--- src/rtl/pipeline_ctrl_pkg.sv ---
// Shared types for the 5-stage core stall/flush sequencer: FSM encoding,
// per-stage control bundle and the mode-to-controls mapping.
package pipeline_ctrl_pkg;

  localparam int unsigned RA_DEF    = 4;
  localparam int unsigned CNT_W_DEF = 16;

  typedef enum logic [1:0] {
    PC_RUN     = 2'd0,
    PC_HAZ     = 2'd1,
    PC_MEMWAIT = 2'd2,
    PC_REDIR   = 2'd3
  } pc_state_e;

  typedef struct packed {
    logic pc_en;
    logic if_id_en;
    logic if_id_flush;
    logic id_ex_en;
    logic id_ex_bubble;
    logic ex_mem_en;
    logic mem_wb_en;
    logic mem_wb_bubble;
    logic flush;
  } ctrl_t;

  function automatic ctrl_t ctrl_for(input pc_state_e s);
    ctrl_t c;
    c = '{pc_en: 1'b1, if_id_en: 1'b1, if_id_flush: 1'b0, id_ex_en: 1'b1,
          id_ex_bubble: 1'b0, ex_mem_en: 1'b1, mem_wb_en: 1'b1,
          mem_wb_bubble: 1'b0, flush: 1'b0};
    case (s)
      PC_MEMWAIT: begin
        c.pc_en         = 1'b0;
        c.if_id_en      = 1'b0;
        c.id_ex_en      = 1'b0;
        c.ex_mem_en     = 1'b0;
        c.mem_wb_bubble = 1'b1;
      end
      PC_REDIR: begin
        c.if_id_flush  = 1'b1;
        c.id_ex_bubble = 1'b1;
        c.flush        = 1'b1;
      end
      PC_HAZ: begin
        c.pc_en        = 1'b0;
        c.if_id_en     = 1'b0;
        c.id_ex_bubble = 1'b1;
      end
      default: ;
    endcase
    return c;
  endfunction

endpackage

--- src/rtl/hazard_detect.sv ---
// Data-hazard detector: a decode source collides with any valid in-flight
// destination tag; register 0 never causes a stall.
module hazard_detect
  import pipeline_ctrl_pkg::*;
#(
  parameter int unsigned REG_ADDR_SIZE = RA_DEF
) (
  input  logic [REG_ADDR_SIZE:0] rs1,
  input  logic [REG_ADDR_SIZE:0] rs2,
  input  logic [REG_ADDR_SIZE:0] rd_id,
  input  logic                   rd_id_v,
  input  logic [REG_ADDR_SIZE:0] rd_exe,
  input  logic                   rd_exe_v,
  input  logic [REG_ADDR_SIZE:0] rd_mem,
  input  logic                   rd_mem_v,
  input  logic [REG_ADDR_SIZE:0] rd_wb,
  input  logic                   rd_wb_v,
  output logic                   stall
);

  function automatic logic src_hit(input logic [REG_ADDR_SIZE:0] rs);
    return (rs != '0) &&
           ((rd_id_v  && (rs == rd_id))  ||
            (rd_exe_v && (rs == rd_exe)) ||
            (rd_mem_v && (rs == rd_mem)) ||
            (rd_wb_v  && (rs == rd_wb)));
  endfunction

  always_comb begin
    stall = src_hit(rs1) || src_hit(rs2);
  end

endmodule

--- src/rtl/pipeline_ctrl.sv ---
// Stall/flush sequencer for the IF/ID/EXE/MEM/WB core: tracks in-flight
// destination tags, arbitrates mem wait > redirect > hazard, counts stalls.
module pipeline_ctrl
  import pipeline_ctrl_pkg::*;
#(
  parameter int unsigned REG_ADDR_SIZE = RA_DEF,
  parameter int unsigned CNT_W         = CNT_W_DEF
) (
  input  logic                   clk,
  input  logic                   rst_n,
  input  logic                   id_valid,
  input  logic [REG_ADDR_SIZE:0] id_rs1,
  input  logic [REG_ADDR_SIZE:0] id_rs2,
  input  logic [REG_ADDR_SIZE:0] id_rd,
  input  logic                   id_rd_valid,
  input  logic                   exe_redirect,
  input  logic                   mem_busy,
  output logic                   pc_en,
  output logic                   if_id_en,
  output logic                   if_id_flush,
  output logic                   id_ex_en,
  output logic                   id_ex_bubble,
  output logic                   ex_mem_en,
  output logic                   mem_wb_en,
  output logic                   mem_wb_bubble,
  output logic                   flush,
  output logic [1:0]             ctrl_state,
  output logic [CNT_W-1:0]       stall_cycles
);

  logic [REG_ADDR_SIZE:0] ex_rd, mem_rd, wb_rd;
  logic                   ex_v, mem_v, wb_v;
  logic                   redir_pend;
  logic                   hz_stall, haz, redir;
  pc_state_e              state, state_next;
  ctrl_t                  ctrl;
  logic [CNT_W-1:0]       stall_cnt;

  // The WB slot is tied off: the register file forwards on writeback.
  hazard_detect #(.REG_ADDR_SIZE(REG_ADDR_SIZE)) u_hazard (
    .rs1      (id_rs1),
    .rs2      (id_rs2),
    .rd_id    (ex_rd),
    .rd_id_v  (ex_v),
    .rd_exe   (mem_rd),
    .rd_exe_v (mem_v),
    .rd_mem   (wb_rd),
    .rd_mem_v (wb_v),
    .rd_wb    ('0),
    .rd_wb_v  (1'b0),
    .stall    (hz_stall)
  );

  always_comb begin
    haz        = id_valid & hz_stall;
    redir      = exe_redirect | redir_pend;
    state_next = PC_RUN;
    if (mem_busy)   state_next = PC_MEMWAIT;
    else if (redir) state_next = PC_REDIR;
    else if (haz)   state_next = PC_HAZ;
    ctrl = ctrl_for(state_next);
  end

  always_ff @(posedge clk or negedge rst_n) begin
    if (!rst_n) state <= PC_RUN;
    else        state <= state_next;
  end

  always_ff @(posedge clk or negedge rst_n) begin
    if (!rst_n) begin
      ex_rd      <= '0;
      ex_v       <= 1'b0;
      mem_rd     <= '0;
      mem_v      <= 1'b0;
      wb_rd      <= '0;
      wb_v       <= 1'b0;
      redir_pend <= 1'b0;
    end else if (mem_busy) begin
      redir_pend <= redir_pend | exe_redirect;
    end else begin
      wb_rd      <= mem_rd;
      wb_v       <= mem_v;
      mem_rd     <= ex_rd;
      mem_v      <= ex_v;
      ex_rd      <= id_rd;
      // Only an instruction that actually leaves decode (RUN) becomes a tag.
      ex_v       <= (state_next == PC_RUN) & id_valid & id_rd_valid;
      redir_pend <= 1'b0;
    end
  end

  always_ff @(posedge clk or negedge rst_n) begin
    if (!rst_n)                              stall_cnt <= '0;
    else if (!ctrl.pc_en && stall_cnt != '1) stall_cnt <= stall_cnt + CNT_W'(1);
  end

  assign pc_en         = ctrl.pc_en;
  assign if_id_en      = ctrl.if_id_en;
  assign if_id_flush   = ctrl.if_id_flush;
  assign id_ex_en      = ctrl.id_ex_en;
  assign id_ex_bubble  = ctrl.id_ex_bubble;
  assign ex_mem_en     = ctrl.ex_mem_en;
  assign mem_wb_en     = ctrl.mem_wb_en;
  assign mem_wb_bubble = ctrl.mem_wb_bubble;
  assign flush         = ctrl.flush;
  assign ctrl_state    = state;
  assign stall_cycles  = stall_cnt;

endmodule

--- config.mk ---
export PLATFORM = sky130hd
export DESIGN_NAME = pipeline_ctrl
export DESIGN_NICKNAME = d
export VERILOG_FILES = /design/src/rtl/pipeline_ctrl_pkg.sv /design/src/rtl/hazard_detect.sv /design/src/rtl/pipeline_ctrl.sv
export SDC_FILE = /design/constraint.sdc
export NUM_CORES = 1
export LEC_CHECK = 0
export ABC_AREA = 1
export CAP_MARGIN = 15
export CORE_MARGIN = 1
export CORE_UTILIZATION = 46
export DETAILED_ROUTE_END_ITERATION = 10
export PLACE_DENSITY = 0.76
export SLEW_MARGIN = 10
export SYNTH_ARGS = -nofsm -noshare
export SYNTH_HDL_FRONTEND = slang
export SYNTH_SLANG_ARGS = --single-unit
--- constraint.sdc ---
create_clock -name clk -period 1.8 [get_ports clk]
set_input_delay 0.36 -clock clk [delete_from_list [all_inputs] [get_ports clk]]
set_output_delay 0.36 -clock clk [all_outputs]
set_load 0.03 [all_outputs]
==> run summary, run 1 <==
# Max-Cap Violations -> 0
asr flop ratio synth -> 100%
period utilization -> 128%
gpl congestion -> 0.910
reg2reg start -> mem_rd[1]
Worst Setup EP -> pc_en
CP Capture Type -> primary output
register area share after synthesis -> 41.6%
port bufs -> 46
Ant. Diodes -> 0
syn nets -> 337
crit path from -> mem_rd[1]
crit path kind -> flop to primary output
routed len/inst -> 12.8 um
max frequency -> 435 MHz
Clock Skews -> 0.00570 ns
initial antenna violation count -> 0
min Tclk post-route -> 2.30 ns
# hold bufs at CTS -> 0
worst-path cell chain -> inv_2, nand2_1, nand2_1, nor2_1, nand3_1, nand3_1, nand2_1, nand2_2, a21oi_4, ha_4, buf_6, buf_6
CTS tree -> done
Worst setup SP type -> flop
post-synthesis area per instance -> 7.11 sq um
Synth Cell Area -> 2220 sq um
Final TNS setup -> -7.61 ns
Hold/Removal Path Class -> primary input to async pin
via count -> 2,172
Initial DRT Pass Iterations -> 5
total die area -> 5120 sq um
first-pass GRT wire length -> 9.29 mm
r2r worst-path depth -> 16
unrepaired setup endpoints after global routing -> true
Max stage delay on crit path -> 0.43 ns
largest net degree at the start of global routing -> 38
remaining global-route overflow -> 0
Synth area leader -> dfrtp_1
Post-DRT Antenna Nets -> 0
Die Ht -> 71.5 um
worst setup margin -> -0.498 ns
Worst VDD drop -> 938 uV
Main synth FF type -> dfrtp_1
Initial Util -> 49.4%
Post-Route WL -> 5.67 mm
leakage -> 1.69 nW
CP max stage cell -> dfrtp_1
Synth cell types -> 23
Synthesis Warnings -> 0
Yosys top cell area share -> 41.6%
Area Overhead vs Synth -> 43.1%
top-count cell post-synth -> nand2_1
fin cells -> 442
share of layout cells above drive strength 1 -> 24.1%
Final #Nets -> 413
clock slew at reported path FFs -> 0.08 ns
Core Area -> 4500 sq um
number of global-route vias before repair -> 2,108
Design Power -> 2.75 mW
#FFs+latches synth -> 37
number of synthesized flops with an enable pin -> 0
IO Count -> 48
DRC viols -> 0
main area contributors after synthesis -> dfrtp_1 42%, nand2_1 19%, inv_1 7.3%
Syn Inst Count -> 313
setup violators final -> 23
maximum buffer depth of the clock tree -> 2
clk_lat worst skew -> 0.28 ns
status -> finished with violations
GRT Util Overall -> 23.4%
DP Cell Count -> 422
TritonCTS Buffers -> 5
failing checks -> negative setup slack
CP dominant cell by count -> nand2_1
vias per inst -> 4.91
initial DRC count -> 95
Setup WS pre-CTS -> -0.900 ns
post-DP HPWL -> 4.06 mm
count of final hold-check violations -> 0
Power Density -> 865 nW/um^2
Worst Path Required -> 1.44 ns
Clock Tree Root -> clkbuf_8
max-slew violation count -> 0
clk sink count -> 37
CP max FO -> 4
most frequent cells after synthesis -> 110 x nand2_1, 43 x inv_1, 37 x dfrtp_1, 37 x nor2_1, 22 x o21ai_0
num rows -> 24
Critical Path AT -> 1.94 ns
reg2reg end -> stall_cycles[3]
R2R setup slack -> -0.40 ns
Die Wd -> 71.5 um
H-Tree Depth -> 2
==> per-layer routing <==
metal,part of all wire [%],GRT usage [%],vias up,wire (um)
met4,2.2,8.50,0,127
met2,52,42.6,53,2970
met3,3.6,4.50,11,206
li1,-,-,1099,-
met5,0,0,-,0
met1,42,27.3,1009,2360
==> placed cells by master (no fill, tap or decap), types with 5 or more instances in the layout <==
cell / n
buf_4: 28
buf_6: 10
clkbuf_8: 5
clkdlybuf4s50_1: 22
dfrtp_1: 37
dlygate4sd2_1: 8
dlymetal6s2s_1: 5
inv_1: 27
inv_2: 15
nand2_1: 106
nand2_2: 7
nand3_1: 14
nor2_1: 29
nor2_4: 10
nor3_1: 5
o21ai_0: 16
o21ai_1: 6
xor2_1: 14
==> sequential cells by signal, summed over array words and instances (netlist names) <==
name and cells:
stall_cycles 16, wb_rd 5, ex_rd 5, mem_v 1
mem_rd 5, wb_v 1, redir_pend 1, ctrl_state 2
ex_v 1
==> through the flow <==
step	hold slack, ns	cell area (sq um)	utilization (%)
global placement	0.436	2860	63.5
finish	0.107	3180	70.7
CTS	0.125	3090	68.6
global route	0.140	3180	70.7
floorplan	0.0644	2270	-
detailed placement	0.428	2860	63.5
==> critical path: cells and delay by family, from the launching register on <==
kind,cells,cell delay [ns]
AOI/OAI and AO/OA,1,0.19
adders and majority gates,1,0.22
buffers and inverters,3,0.33
DFF,1,0.43
and+or+nand+nor,7,0.48
==> power breakdown <==
| group | switching [mW] | internal [mW] |
|---|---|---|
| registers | 0.158 | 0.960 |
| logic | 0.602 | 0.477 |
| clock network | 0.289 | 0.269 |
==> cells by family after synthesis <==
logic type	count (synthesis)	share of synthesized area (%)
buffers and inverters	53	9.95
AOI/OAI and AO/OA	23	5.17
xor gates and xnor gates	15	5.91
muxes	1	0.506
and+or+nand+nor	180	35.0
DFF	37	41.6
other	1	0.169
adders and majority gates	3	1.69
==> worst min path at each step <==
| stage | end | slack, ns | start |
|---|---|---|---|
| finish | ex_rd[4] | 0.11 | rst_n |
| global route | ex_rd[4] | 0.14 | rst_n |
| CTS | ex_rd[4] | 0.13 | rst_n |
| detailed placement | ex_rd[4] | 0.43 | rst_n |
| global placement | wb_rd[2] | 0.44 | rst_n |
| floorplan | ctrl_state[0] | 0.06 | rst_n |
==> layout make-up <==
class	count	area, sq um
Clock buffer	6	72.6
Multi-Input combinational cell	224	1210
Sequential cell	37	926
Clock inverter	2	10.0
Fill cell	373	1320
Inverter	44	175
Timing Repair Buffer	77	721
Tap cell	52	65.1
==> timing repair <==
action | 4_1_cts | 5_1_grt
endpoints found under the setup margin | 23 | 28
resized for setup | 47 | 17
gates cloned | 1 | 0
pin swaps | 11 | 5
buffers inserted | 4 | 7
Note: power is estimated with default switching activity, not from simulation.
==> run 2, diff against run 1 <==
--- a/config.mk
+++ b/config.mk
@@ -10,6 +10,7 @@
 export CORE_MARGIN = 1
 export CORE_UTILIZATION = 46
 export DETAILED_ROUTE_END_ITERATION = 10
+export GPL_TIMING_DRIVEN = 0
 export PLACE_DENSITY = 0.76
 export SLEW_MARGIN = 10
 export SYNTH_ARGS = -nofsm -noshare
==> run summary, run 2 (synthesized netlist as in run 1, its figures left out) <==
status -> finished with violations (unchanged)
failing checks -> negative setup slack (unchanged)
IO Count -> 48 (unchanged)
clk_lat worst skew -> 0.30 ns (was 0.28 ns)
CP max FO -> 4 (unchanged)
Post-DP Area -> 2800 sq um (was 2860 sq um)
met2 Use GR -> 41.3% (was 42.6%)
initial DRC count -> 89 (was 95)
initial antenna violation count -> 0 (unchanged)
Power Density -> 900 nW/um^2 (was 865 nW/um^2)
crit path kind -> flop to primary output (unchanged)
GR Layer Usage met3 -> 3.80% (was 4.50%)
reg2reg start -> ex_rd[1] (was mem_rd[1])
Initial Util -> 49.4% (unchanged)
Core Area -> 4500 sq um (unchanged)
Post-Route WL -> 5.71 mm (was 5.67 mm)
routed len/inst -> 13.2 um (was 12.8 um)
maximum buffer depth of the clock tree -> 2 (unchanged)
port bufs -> 45 (was 46)
CTS tree -> done (unchanged)
Design Power -> 2.83 mW (was 2.75 mW)
final core utilization -> 69.9% (was 70.7%)
Worst Path Required -> 1.44 ns (about the same)
H-Tree Depth -> 2 (unchanged)
total die area -> 5120 sq um (unchanged)
fin cells -> 432 (was 442)
Rel. slew slack -> 63.7%
post-DP HPWL -> 4.07 mm (was 4.06 mm)
first-pass GRT wire length -> 9.47 mm (was 9.29 mm)
r2r worst-path depth -> 17 (was 16)
gpl congestion -> 0.930 (was 0.910)
commonest non-fill, non-tap cell in the layout -> nand2_1 (unchanged)
Ant. Diodes -> 0 (unchanged)
number of flip-flops under the largest register name -> 16 (unchanged)
vias per inst -> 4.96 (was 4.91)
period utilization -> 130% (was 128%)
R2R setup slack -> -0.51 ns (was -0.40 ns)
Area Overhead vs Synth -> 41.6% (was 43.1%)
# Max-Cap Violations -> 0 (unchanged)
max frequency -> 426 MHz (was 435 MHz)
Worst setup SP type -> flop (unchanged)
Final #Nets -> 403 (was 413)
Max stage delay on crit path -> 0.42 ns (was 0.43 ns)
remaining global-route overflow -> 0 (unchanged)
number of global-route vias before repair -> 2,084 (was 2,108)
CP max stage cell -> dfrtp_1 (unchanged)
largest net degree at the start of global routing -> 27 (was 38)
worst-path cell chain -> inv_2, nand2_1, nand2_1, nor2_1, nand3_1, nand3_1, nand2_1, nand2_2, a21oi_4, ha_4, buf_6, buf_6 (unchanged)
most frequent cells in the layout -> 100 x nand2_1, 36 x dfrtp_1, 29 x nor2_1 (was 106 x nand2_1, 37 x dfrtp_1, 29 x nor2_1)
M1 GR Usage -> 31.4% (was 27.3%)
leakage -> 1.63 nW (was 1.69 nW)
CP dominant cell by count -> nand2_1 (unchanged)
num rows -> 24 (unchanged)
clock slew at reported path FFs -> 0.09 ns (was 0.08 ns)
DRC viols -> 0 (unchanged)
GRT busiest layer -> met2 (unchanged)
min Tclk post-route -> 2.35 ns (was 2.30 ns)
setup violators final -> 22 (was 23)
Die Ht -> 71.5 um (unchanged)
Clock Tree Root -> clkbuf_8 (unchanged)
DP Cell Count -> 411 (was 422)
Critical Path AT -> 1.99 ns (was 1.94 ns)
fillers -> 373 (unchanged)
CP Capture Type -> primary output (unchanged)
reg2reg end -> stall_cycles[13] (was stall_cycles[3])
Worst VDD drop -> 1010 uV (was 938 uV)
share of layout cells above drive strength 1 -> 24.7% (was 24.1%)
worst setup margin -> -0.548 ns (was -0.498 ns)
Least-Margin Pin Slew -> 0.545 ns
Die Wd -> 71.5 um (unchanged)
Post-DRT Antenna Nets -> 0 (unchanged)
count of final hold-check violations -> 0 (unchanged)
Initial DRT Pass Iterations -> 4 (was 5)
final instance area -> 3150 sq um (was 3180 sq um)
TritonCTS Buffers -> 5 (unchanged)
max-slew violation count -> 0 (unchanged)
hold_ws -> 0.473 ns (was 0.107 ns)
Hold/Removal Path Class -> primary input to async pin (unchanged)
GRT Util Overall -> 24.0% (was 23.4%)
unrepaired setup endpoints after global routing -> true (unchanged)
clk sink count -> 37 (unchanged)
Clock Skews -> 0.0163 ns (was 0.00570 ns)
via count -> 2,143 (was 2,172)
-- run 2: area by class of cell --
type | count | area (sq um) | share of cell area, %
buffer | 9 | 72.6 | 2.30
clock buffer | 7 | 96.3 | 3.06
clock inverter | 1 | 5.00 | 0.159
inverter | 44 | 170 | 5.40
multi-input combinational | 223 | 1210 | 38.5
sequential | 37 | 927 | 29.4
tap | 52 | 65.1 | 2.07
timing repair buffer | 59 | 602 | 19.1
-- run 2: how the worst max path moves through the flow --
stage          startpoint         endpoint  slack [ns]
5_1_grt         mem_rd[2]            pc_en       -0.60
6_report         ex_rd[1]            pc_en       -0.55
3_5_place_dp    id_rs2[3]            pc_en       -1.36
4_1_cts          ex_rd[4]            pc_en       -0.50
2_1_floorplan    wb_rd[3]  stall_cycles[1]       -0.18
3_3_place_gp    id_rs2[3]            pc_en       -1.33
-- run 2: report_power, final --
group / switching, mW / internal (mW)
Sequential: 0.159 / 0.960
Clock: 0.306 / 0.346
Combinational: 0.597 / 0.467
Total: 1.06 / 1.77
-- run 2: what timing repair did --
item,4_1_cts,5_1_grt
resized for setup,100,22
cloned,1,0
pin swaps,20,13
endpoints found under the setup margin,27,27
buffers inserted,10,1
endpoints found under the hold margin,11,0
hold buffers,1,0
-- run 2: through the flow --
| stage | setup slack [ns] | setup TNS [ns] |
|---|---|---|
| final | -0.548 | -9.77 |
| after global routing | -0.605 | -11.54 |
| after CTS | -0.500 | -8.49 |
| after detailed placement | -1.36 | -21.38 |
| after global placement | -1.33 | -39.28 |
| after floorplan | -0.184 | -1.58 |
-- run 2: critical path: cells and delay by family (launching register included) --
family | cells | cell delay (ns)
compound gates | 1 | 0.19
fa+ha+maj | 1 | 0.23
buf+inv | 3 | 0.34
flops | 1 | 0.42
simple gates | 7 | 0.52
-- run 2: routing by layer --
metal  wire length [um]  vias up  share of wire, %
met3                244        8               4.3
met4                 79        0               1.4
met1               2580      998                45
li1                   -     1081                 -
met5                  0        -                 0
met2               2810       56                49
==> run 3, diff against run 2 <==
--- a/config.mk
+++ b/config.mk
@@ -7,7 +7,7 @@
 export LEC_CHECK = 0
 export ABC_AREA = 1
 export CAP_MARGIN = 15
-export CORE_MARGIN = 1
+export CORE_MARGIN = 2
 export CORE_UTILIZATION = 46
 export DETAILED_ROUTE_END_ITERATION = 10
 export GPL_TIMING_DRIVEN = 0
==> run summary, run 3 (synthesized netlist as in run 1, its figures left out) <==
status -> finished with violations (unchanged)
failing checks -> negative setup slack (unchanged)
Initial DRT Pass Iterations -> 4 (unchanged)
gpl congestion -> 0.928 (was 0.930)
Core Area -> 4690 sq um (was 4500 sq um)
Die Wd -> 73.5 um (was 71.5 um)
Ant. Diodes -> 0 (unchanged)
Worst setup SP type -> flop (unchanged)
crit-path leading delay family -> simple AND/OR/NAND/NOR gates (unchanged)
min Tclk post-route -> 2.32 ns (was 2.35 ns)
initial DRC count -> 104 (was 89)
share of layout cells above drive strength 1 -> 23.8% (was 24.7%)
first-pass GRT wire length -> 9.19 mm (was 9.47 mm)
Least-Margin Pin Slew -> 0.535 ns (was 0.545 ns)
Post-DRT Antenna Nets -> 0 (unchanged)
Reg area -> 926 sq um (was 927 sq um)
clk_lat worst skew -> 0.29 ns (was 0.30 ns)
Setup WS pre-CTS -> -1.35 ns (was -1.36 ns)
GRT Util Overall -> 22.3% (was 24.0%)
worst setup margin -> -0.519 ns (was -0.548 ns)
maximum buffer depth of the clock tree -> 2 (unchanged)
number of flip-flops under the largest register name -> 16 (unchanged)
port bufs -> 45 (unchanged)
CTS tree -> done (unchanged)
fin cells -> 436 (was 432)
unrepaired setup endpoints after global routing -> true (unchanged)
most frequent cells in the layout -> 102 x nand2_1, 37 x dfrtp_1, 27 x inv_1 (was 100 x nand2_1, 36 x dfrtp_1, 29 x nor2_1)
leakage -> 1.68 nW (was 1.63 nW)
crit path kind -> flop to primary output (unchanged)
vias per inst -> 4.89 (was 4.96)
Area Overhead vs Synth -> 43.0% (was 41.6%)
Clock Skews -> 0.00935 ns (was 0.0163 ns)
Rel. slew slack -> 64.3% (was 63.7%)
DRC viols -> 0 (unchanged)
GR Layer Usage met3 -> 4.53% (was 3.80%)
clock slew at reported path FFs -> 0.08 ns (was 0.09 ns)
setup violators final -> 23 (was 22)
area occupied by multi-input gates -> 1220 sq um (was 1210 sq um)
IO Count -> 48 (unchanged)
max frequency -> 431 MHz (was 426 MHz)
M1 GR Usage -> 28.2% (was 31.4%)
# Max-Cap Violations -> 0 (unchanged)
total die area -> 5410 sq um (was 5120 sq um)
hold_ws -> 0.469 ns (was 0.473 ns)
CP max stage cell -> dfrtp_1 (unchanged)
Critical Path AT -> 1.96 ns (was 1.99 ns)
Post-Route WL -> 5.74 mm (was 5.71 mm)
GRT busiest layer -> met2 (unchanged)
via count -> 2,133 (was 2,143)
period utilization -> 129% (was 130%)
post-DP HPWL -> 4.08 mm (was 4.07 mm)
met2 Use GR -> 39.3% (was 41.3%)
routed len/inst -> 13.2 um (about the same)
Hold/Removal Path Class -> primary input to async pin (unchanged)
count of buffer and inverter cells on the critical path -> 3 (unchanged)
remaining global-route overflow -> 0 (unchanged)
H-Tree Depth -> 2 (unchanged)
DP Cell Count -> 413 (was 411)
Initial Util -> 47.4% (was 49.4%)
max-slew violation count -> 0 (unchanged)
num rows -> 25 (was 24)
largest net degree at the start of global routing -> 29 (was 27)
CP max FO -> 3 (was 4)
Worst VDD drop -> 748 uV (was 1010 uV)
Final #Nets -> 406 (was 403)
Max stage delay on crit path -> 0.42 ns (about the same)
Power Density -> 875 nW/um^2 (was 900 nW/um^2)
initial antenna violation count -> 0 (unchanged)
TritonCTS Buffers -> 5 (unchanged)
Worst Path Required -> 1.44 ns (about the same)
clk sink count -> 37 (unchanged)
CP Capture Type -> primary output (unchanged)
fillers -> 415 (was 373)
number of global-route vias before repair -> 2,000 (was 2,084)
Final TNS setup -> -8.70 ns (was -9.77 ns)
Clock Tree Root -> clkbuf_8 (unchanged)
Die Ht -> 73.5 um (was 71.5 um)
commonest non-fill, non-tap cell in the layout -> nand2_1 (unchanged)
worst-path cell chain -> buf_6, nand2_2, nand2_2, nor2_2, nand3_1, nand3_1, nand2_1, nand2_2, a21oi_4, ha_4, buf_6, buf_6 (was inv_2, nand2_1, nand2_1, nor2_1, nand3_1, nand3_1, nand2_1, nand2_2, a21oi_4, ha_4, buf_6, buf_6)
count of final hold-check violations -> 0 (unchanged)
-- run 3: changes by cell type in the layout (fill, tap and decap cells not counted), sizes merged --
cell,previous run,this run
dlygate4sd2,10,7
dlymetal6s2s,4,7
clkdlybuf4s15,2,4
clkdlybuf4s50,20,19
buf,27,29
clkinv,1,0
-- run 3: worst reg2reg max path, cell delays in order, from the launching register on --
cell and delay [ns]:
dfrtp_1 0.42, inv_1 0.08, nand2_1 0.05, o21ai_1 0.08, nor2_1 0.07, nand3_1 0.07
nand3_1 0.08, nand2_1 0.08, nand2_2 0.08, a21oi_4 0.19, ha_4 0.23, buf_6 0.13
inv_6 0.06, nand2_8 0.07, buf_6 0.13, nor2_4 0.14, nand2_2 0.07, xor2_1 0.14
-- run 3: layout make-up --
| type | count | share of cell area (%) |
|---|---|---|
| plain buffers | 9 | 2.28 |
| clock buffers | 7 | 2.71 |
| inverters | 44 | 5.35 |
| multi-input cells | 223 | 38.4 |
| flip-flops and latches | 37 | 29.1 |
| well taps | 54 | 2.12 |
| repair buffers | 62 | 20.1 |
-- run 3: what timing repair did --
item	in CTS	in global routing
endpoints found under the hold margin	9	0
hold buffers	1	0
resized for setup	93	27
buffers inserted	8	6
endpoints found under the setup margin	25	30
pin swaps	14	18
cloned	1	0
-- run 3: per-stage QoR --
stage | cell area (sq um) | utilization, % | power, mW
global route | 3180 | 67.8 | 2.94
global placement | 2790 | 59.4 | 2.05
detailed placement | 2800 | 59.7 | 2.07
floorplan | 2270 | - | 1.69
CTS | 3060 | 65.3 | 2.75
finish | 3180 | 67.8 | 2.78
-- run 3: routing by layer --
layer  wire, um  vias up
li1           -     1080
met1       2500      989
met2       2900       56
met3        269        8
met4         66        0
met5          0        -
-- run 3: path summary, 6_finish.rpt --
kind,startpoint,endpoint,slack [ns],depth (start not counted)
max,ex_rd[3],pc_en,-0.52,12
max in group asynchronous,rst_n,stall_cycles[14],0.89,3
min reg2reg,stall_cycles[9],stall_cycles[9],0.52,1
min,rst_n,wb_rd[3],0.47,2
max reg2reg,wb_rd[0],stall_cycles[15],-0.46,17
min in group clk,mem_busy,mem_rd[4],0.50,2
-- run 3: power breakdown --
part           total (mW)  internal (mW)  switching, mW
Combinational        1.06          0.468          0.595
Sequential           1.12          0.960          0.162
Clock               0.598          0.304          0.293
